[src/rtl/adder_pkg.sv]
// Shared definitions for the pipelined carry-lookahead adder.
// Provides the op encoding for the sub input, stage-count derivation and a
// configuration legality check used at elaboration.
package adder_pkg;

  localparam logic OP_ADD = 1'b0;
  localparam logic OP_SUB = 1'b1;

  // One lookahead slice per pipeline stage.
  function automatic int unsigned calc_ngroups(input int unsigned width,
                                               input int unsigned group);
    return width / group;
  endfunction

  // WIDTH must be a non-zero multiple of GROUP.
  function automatic bit width_ok(input int unsigned width,
                                  input int unsigned group);
    return (group != 0) && (width >= group) && ((width % group) == 0);
  endfunction

endpackage

[src/rtl/pipelined_cla_adder_group.sv]
// Combinational GROUP-bit carry-lookahead slice.
// Ports: a, b   - slice operands (b already conditioned for subtract)
//        cin    - carry into bit 0 of the slice
//        s      - slice sum
//        cout   - carry out of the slice MSB
//        cmsb   - carry into the slice MSB (for signed overflow)
module cla_group #(
  parameter int unsigned GROUP = 4
) (
  input  logic [GROUP-1:0] a,
  input  logic [GROUP-1:0] b,
  input  logic             cin,
  output logic [GROUP-1:0] s,
  output logic             cout,
  output logic             cmsb
);

  logic [GROUP-1:0] p;
  logic [GROUP-1:0] g;
  logic [GROUP:0]   c;

  assign p = a ^ b;
  assign g = a & b;

  // Sum-of-products form of c[i+1] = g[i] | p[i]&c[i], fully expanded so
  // every carry depends only on g, p and cin.
  always_comb begin
    logic prod;
    logic term;
    prod = 1'b1;
    term = 1'b0;
    c    = '0;
    c[0] = cin;
    for (int i = 1; i <= int'(GROUP); i++) begin
      prod = 1'b1;
      term = 1'b0;
      for (int j = i - 1; j >= 0; j--) begin
        term = term | (prod & g[j]);
        prod = prod & p[j];
      end
      c[i] = term | (prod & cin);
    end
  end

  assign s    = p ^ c[GROUP-1:0];
  assign cout = c[GROUP];
  assign cmsb = c[GROUP-1];

endmodule

[src/rtl/pipelined_cla_adder.sv]
// Pipelined carry-lookahead adder/subtractor, one GROUP-bit slice per stage.
// Ports: clk, rst_n            - clock, async active-low reset
//        in_valid/in_ready     - operand handshake (in_ready = advance)
//        a, b, cin, sub        - operands; sub=1 computes a-b-cin
//        out_valid/out_ready   - result handshake
//        sum, cout, ovf, zero  - registered result and flags
module pipelined_cla_adder
  import adder_pkg::*;
#(
  parameter int unsigned WIDTH = 8,
  parameter int unsigned GROUP = 4
) (
  input  logic             clk,
  input  logic             rst_n,
  input  logic             in_valid,
  output logic             in_ready,
  input  logic [WIDTH-1:0] a,
  input  logic [WIDTH-1:0] b,
  input  logic             cin,
  input  logic             sub,
  output logic             out_valid,
  input  logic             out_ready,
  output logic [WIDTH-1:0] sum,
  output logic             cout,
  output logic             ovf,
  output logic             zero
);

  localparam int unsigned NGROUPS = calc_ngroups(WIDTH, GROUP);

  if (!width_ok(WIDTH, GROUP)) begin : g_bad_cfg
    $error("pipelined_cla_adder: WIDTH must be a non-zero multiple of GROUP");
  end

  logic               advance;
  logic [WIDTH-1:0]   b_eff;
  logic               c0;

  // Stage registers; a_q/b_q carry the operand bits still to be summed.
  logic [NGROUPS-1:0] vld_q;
  logic [NGROUPS-1:0] c_q;
  logic [WIDTH-1:0]   a_q   [NGROUPS];
  logic [WIDTH-1:0]   b_q   [NGROUPS];
  logic [WIDTH-1:0]   s_q   [NGROUPS];
  logic               ovf_q;
  logic               zero_q;

  // Per-stage inputs (from the previous stage, or the ports for stage 0).
  logic [NGROUPS-1:0] vld_in;
  logic [NGROUPS-1:0] c_in;
  logic [WIDTH-1:0]   a_in  [NGROUPS];
  logic [WIDTH-1:0]   b_in  [NGROUPS];
  logic [WIDTH-1:0]   s_in  [NGROUPS];
  logic [WIDTH-1:0]   s_nxt [NGROUPS];
  logic [GROUP-1:0]   grp_s [NGROUPS];
  logic [NGROUPS-1:0] grp_c;
  logic               last_cmsb;

  // Global stall: the whole pipe moves only when the output slot frees up.
  assign advance   = ~vld_q[NGROUPS-1] | out_ready;
  assign in_ready  = advance;
  assign out_valid = vld_q[NGROUPS-1];
  assign sum       = s_q[NGROUPS-1];
  assign cout      = c_q[NGROUPS-1];
  assign ovf       = ovf_q;
  assign zero      = zero_q;

  // A - B - cin == A + ~B + ~cin.
  assign b_eff = (sub == OP_SUB) ? ~b : b;
  assign c0    = (sub == OP_ADD) ? cin : ~cin;

  // Stage input selection.
  always_comb begin
    vld_in    = '0;
    c_in      = '0;
    vld_in[0] = in_valid;
    c_in[0]   = c0;
    a_in[0]   = a;
    b_in[0]   = b_eff;
    s_in[0]   = '0;
    for (int k = 1; k < int'(NGROUPS); k++) begin
      vld_in[k] = vld_q[k-1];
      c_in[k]   = c_q[k-1];
      a_in[k]   = a_q[k-1];
      b_in[k]   = b_q[k-1];
      s_in[k]   = s_q[k-1];
    end
  end

  // One lookahead slice per stage; only the last slice feeds ovf.
  for (genvar gi = 0; gi < int'(NGROUPS); gi++) begin : g_stage
    if (gi == int'(NGROUPS) - 1) begin : g_last
      cla_group #(.GROUP(GROUP)) u_cla (
        .a    (a_in[gi][gi*GROUP +: GROUP]),
        .b    (b_in[gi][gi*GROUP +: GROUP]),
        .cin  (c_in[gi]),
        .s    (grp_s[gi]),
        .cout (grp_c[gi]),
        .cmsb (last_cmsb)
      );
    end else begin : g_mid
      logic cmsb_unused;
      cla_group #(.GROUP(GROUP)) u_cla (
        .a    (a_in[gi][gi*GROUP +: GROUP]),
        .b    (b_in[gi][gi*GROUP +: GROUP]),
        .cin  (c_in[gi]),
        .s    (grp_s[gi]),
        .cout (grp_c[gi]),
        .cmsb (cmsb_unused)
      );
    end
  end

  // Merge each freshly computed slice into the travelling partial sum.
  always_comb begin
    for (int k = 0; k < int'(NGROUPS); k++) begin
      s_nxt[k] = s_in[k];
      s_nxt[k][k*GROUP +: GROUP] = grp_s[k];
    end
  end

  // Pipeline registers; data loads only with a valid beat so idle inputs
  // never disturb held results.
  always_ff @(posedge clk or negedge rst_n) begin
    if (!rst_n) begin
      vld_q  <= '0;
      c_q    <= '0;
      ovf_q  <= 1'b0;
      zero_q <= 1'b0;
      for (int k = 0; k < int'(NGROUPS); k++) begin
        a_q[k] <= '0;
        b_q[k] <= '0;
        s_q[k] <= '0;
      end
    end else if (advance) begin
      for (int k = 0; k < int'(NGROUPS); k++) begin
        vld_q[k] <= vld_in[k];
        if (vld_in[k]) begin
          a_q[k] <= a_in[k];
          b_q[k] <= b_in[k];
          s_q[k] <= s_nxt[k];
          c_q[k] <= grp_c[k];
        end
      end
      if (vld_in[NGROUPS-1]) begin
        ovf_q  <= last_cmsb ^ grp_c[NGROUPS-1];
        zero_q <= (s_nxt[NGROUPS-1] == '0);
      end
    end
  end

endmodule
[config.mk]
export PLATFORM = sky130hd
export DESIGN_NAME = pipelined_cla_adder
export DESIGN_NICKNAME = d
export VERILOG_FILES = /design/src/rtl/adder_pkg.sv /design/src/rtl/pipelined_cla_adder_group.sv /design/src/rtl/pipelined_cla_adder.sv
export SDC_FILE = /design/constraint.sdc
export NUM_CORES = 1
export LEC_CHECK = 0
export BUFFER_PORTS_ARGS = -buffer_cell sky130_fd_sc_hd__buf_2
export CAP_MARGIN = 5
export CELL_PAD_IN_SITES_DETAIL_PLACEMENT = 1
export CELL_PAD_IN_SITES_GLOBAL_PLACEMENT = 2
export CORE_MARGIN = 4
export CORE_UTILIZATION = 35
export DETAILED_ROUTE_END_ITERATION = 16
export PLACE_DENSITY_LB_ADDON = 0.15
export SLEW_MARGIN = 20
export SYNTH_ARGS = -nofsm -noshare
export SYNTH_HDL_FRONTEND = slang
export SYNTH_SLANG_ARGS = --single-unit
[constraint.sdc]
create_clock -name clk -period 3.3 [get_ports clk]
set_input_delay 0.165 -clock clk [delete_from_list [all_inputs] [get_ports clk]]
set_output_delay 0.165 -clock clk [all_outputs]
set_load 0.03 [all_outputs]
==> flow_summary.yaml <==
power_and_ir_drop:
  cellLeakagePower_nw: 0.809
  sw_frac_of_total: 0.391
  design_power_total_mw: 1.15
  power_frac_comb: 0.413
  p_int_mw: 0.700
  clockPowerShare: 0.178
  p_switching_mw: 0.449
  vdd_drop_max_uv: 185
  power.share.sequential: 0.409
  power_density_nw_per_um2: 699
sta:
  setup_repair_after_global_routing_missed_its_margin: "false"
  timing.hold.ws_ns: 0.103
  timing.clock.skew_ns: 0.00882
  finalMaxSlewViolations: 0
  finalCritPeriodShare: 0.548
  final.min_clock_period_ns: 1.81
  worst_slew_margin_rel: 0.500
  tightest_slew_ns: 0.748
  setup_viol: 0
  final.setup.tns_ns: 0
  clock.fmax_mhz: 553
  final.setup.worst_slack_ns: 1.49
  final-hold-violation-count: 0
logic_synthesis:
  yosys.area_share.simple: 0.0780
  syn-num-nets: 156
  synthMuxAreaShare: 0.0871
  largest_family_of_logic_cells_by_synthesized_area: "compound AO/OA/AOI/OAI gates"
  gate_count_post_synth: 124
  synth-seq-area-share: 0.472
  netlist-cell-type-count: 29
  synth.ff_latch_count: 26
  synth-xor-area-share: 0.103
  yosys_warnings: 0
  synth.cell_area_um2: 1380
  synth_adder_area_share: 0.102
  synthesized_area_fraction_occupied_by_ao_oa_aoi_and_oai_cells: 0.117
  synthesis.area_per_instance_um2: 11.1
die:
  floorplan.initialDensity: 0.368
  top_level_ports: 35
  core-area_um2: 3740
  die-area_um2: 5010
  row_count: 22
  die_width_um: 70.8
  die_height_um: 70.8
placed_design:
  dp_hpwl_um: 2060
  place.port_buffers: 34
  pre_cts_ws_ns: 1.46
  gp_congestion: 0.688
  dpl-instance-area_um2: 1580
routing:
  detailroute.via_count: 956
  postRouteAntennaNets: 0
  route.detailed.drc: 0
  wl_um: 2560
  wire_per_inst_um: 12.4
  vias_per_cell: 4.64
  drtIter0Drc: 29
  detailedRoute.firstPassIterationCount: 2
worst_setup_path:
  ff_to_ff_path_depth: 4
  endpoint_type_of_the_worst_setup_path: "register"
  crit-reg2reg-capture: "s_in[3]"
  cp_data_arrival_time_ns: 1.97
  worstSetupStartpointType: "register"
  required_arrival_time_at_the_worst_endpoint_ns: 3.46
  ff2ff_setup_slack_ns: 1.49
  criticalPathCategory: "register to register"
  path_max_fanout: 24
  critical_path.reg2reg.startpoint: "vld_q[1]"
grt:
  grt_first_pass_wirelength_um: 4410
  top_usage_layer: "met2"
  grt_max_degree: 27
  antenna_violations_before_repair: 0
  grt.met2_usage: 0.174
  grt_pass1_vias: 998
  grtUsageMet1: 0.142
  global_route_usage_sum: 0.110
  grt-ovfl-total: 0
  groute.layer.met3.usage: 0.0170
hold_path:
  min-delay-path-class: "input pin to register"
  timing.hold.worst.start: "a[6]"
  min_delay_worst_endpoint: "a_in[6]"
  min_delay_path_depth: 2
cts:
  cts.sink_count: 26
  clkLatencyLatePin_ns: 0.27
  clock-root-buffer: "clkbuf_8"
  htree_num_levels: 1
  cts_made_buffers: 3
  post_cts_buffers: 0
  reg_clk_slew_reported_paths_ns: 0.09
  cts-resized-gates: 0
  cts_tree: "built"
  ctsLongestPathBuffers: 2
flow_run:
  drv_cap: 0
cells_and_area:
  nNetsFinal: 191
  antennaDiodeCount: 0
  areaGrowthSynthToFinish_pct: 19.1
  layout.cell_area.non_filler_um2: 1640
  fraction_of_final_layout_cells_with_drive_strength_greater_than_1: 0.304
run_status:
  status: "completed"
-- logic make-up (layout without fill, tap and decap cells) --
family | after synthesis | in the layout
buffers and inverters | 12 | 46
and+or+nand+nor | 25 | 25
muxes | 11 | 11
DFF | 26 | 26
xor gates and xnor gates | 14 | 14
adders and majority gates | 10 | 10
AOI/OAI and AO/OA | 26 | 26
-- power groups by stage --
stage               logic [mW]  clock network [mW]  registers (mW)
floorplan                0.231                   0           0.592
global placement         0.474                   0           0.474
detailed placement       0.482                   0           0.480
CTS                      0.484               0.214           0.474
global route             0.526               0.226           0.488
finish                   0.475               0.204           0.470
-- state kept, by name (all words and copies together) (netlist names) --
register / cells
vld_q: 2
a_in: 4
sum: 8
b_in: 4
ovf: 1
s_in: 4
c_q: 2
zero: 1
-- per-stage QoR --
stage / util / instances
after floorplan: - / 124
after global placement: 0.421 / 201
after detailed placement: 0.421 / 201
after CTS: 0.439 / 206
after global routing: 0.439 / 206
final: 0.439 / 206
-- worst max-delay path by stage --
| stage | start | to | slack (ns) | cells past startpoint |
|---|---|---|---|---|
| 3_5_place_dp | sub | s_in[3] | 1.46 | 7 |
| 2_1_floorplan | vld_q[1] | a_in[6] | 1.70 | 5 |
| 5_1_grt | vld_q[1] | s_in[3] | 1.32 | 4 |
| 6_report | vld_q[1] | s_in[3] | 1.49 | 4 |
| 4_1_cts | vld_q[1] | s_in[3] | 1.48 | 4 |
| 3_3_place_gp | sub | s_in[3] | 1.54 | 7 |
-- area by class of cell --
type,instances,area (µm²)
multi-input combinational,86,671
clock buffer,4,55.1
inverter,7,26.3
timing repair buffer,35,180
sequential,26,651
tap,48,60.1
fill,440,2100
-- Yosys cell counts --
| cell | instances | area (µm²) |
|---|---|---|
| o21ai_0 | 10 | 50.1 |
| nor2_1 | 4 | 15.0 |
| mux2_2 | 7 | 78.8 |
| a211o_1 | 1 | 8.76 |
| o311ai_1 | 1 | 8.76 |
| o21a_1 | 1 | 7.51 |
| inv_1 | 7 | 26.3 |
| nor2b_1 | 1 | 6.26 |
| nand2b_1 | 2 | 12.5 |
| o21ai_1 | 3 | 15.0 |
| xor2_1 | 9 | 78.8 |
| buf_6 | 1 | 11.3 |
| mux2i_1 | 3 | 30.0 |
| nor3_1 | 1 | 5.00 |
| o31ai_1 | 1 | 7.51 |
| xnor2_4 | 1 | 27.5 |
| a21oi_2 | 1 | 8.76 |
| fa_1 | 2 | 40.0 |
| buf_2 | 4 | 20.0 |
| a32o_1 | 1 | 10.0 |
| nand4b_1 | 1 | 8.76 |
| o21ai_2 | 1 | 8.76 |
| nand2_1 | 16 | 60.1 |
| a21oi_1 | 5 | 25.0 |
| ha_1 | 8 | 100 |
| mux2_1 | 1 | 11.3 |
| xnor2_1 | 4 | 35.0 |
| dfrtp_1 | 26 | 651 |
| a2111o_1 | 1 | 11.3 |
-- layer usage --
metal / vias to the layer above / part of all wire
li1: 488 / -
met1: 439 / 0.47
met2: 24 / 0.46
met3: 5 / 0.044
met4: 0 / 0.024
met5: - / 0
-- worst max-delay path: stages, from the launching register on --
cell	delay [ns]
dfrtp_1	0.38
nand2b_1	0.17
nand2_1	0.48
a2111o_1	0.56
o311ai_1	0.10
-- placed cells by master (no fill, tap or decap), types with 2 or more instances in the layout --
cell type,count
buf_2,34
dfrtp_1,26
nand2_1,16
o21ai_0,10
xor2_1,9
ha_1,8
inv_1,7
mux2_2,7
a21oi_1,5
xnor2_1,4
nor2_1,4
clkbuf_8,4
mux2i_1,3
o21ai_1,3
nand2b_1,2
fa_1,2
-- what timing repair did --
item	4_1_cts	5_1_grt
endpoints found under the hold margin	26	0
hold buffers	1	0
endpoints found under the setup margin	0	0
Note: power is estimated with default switching activity, not from simulation.
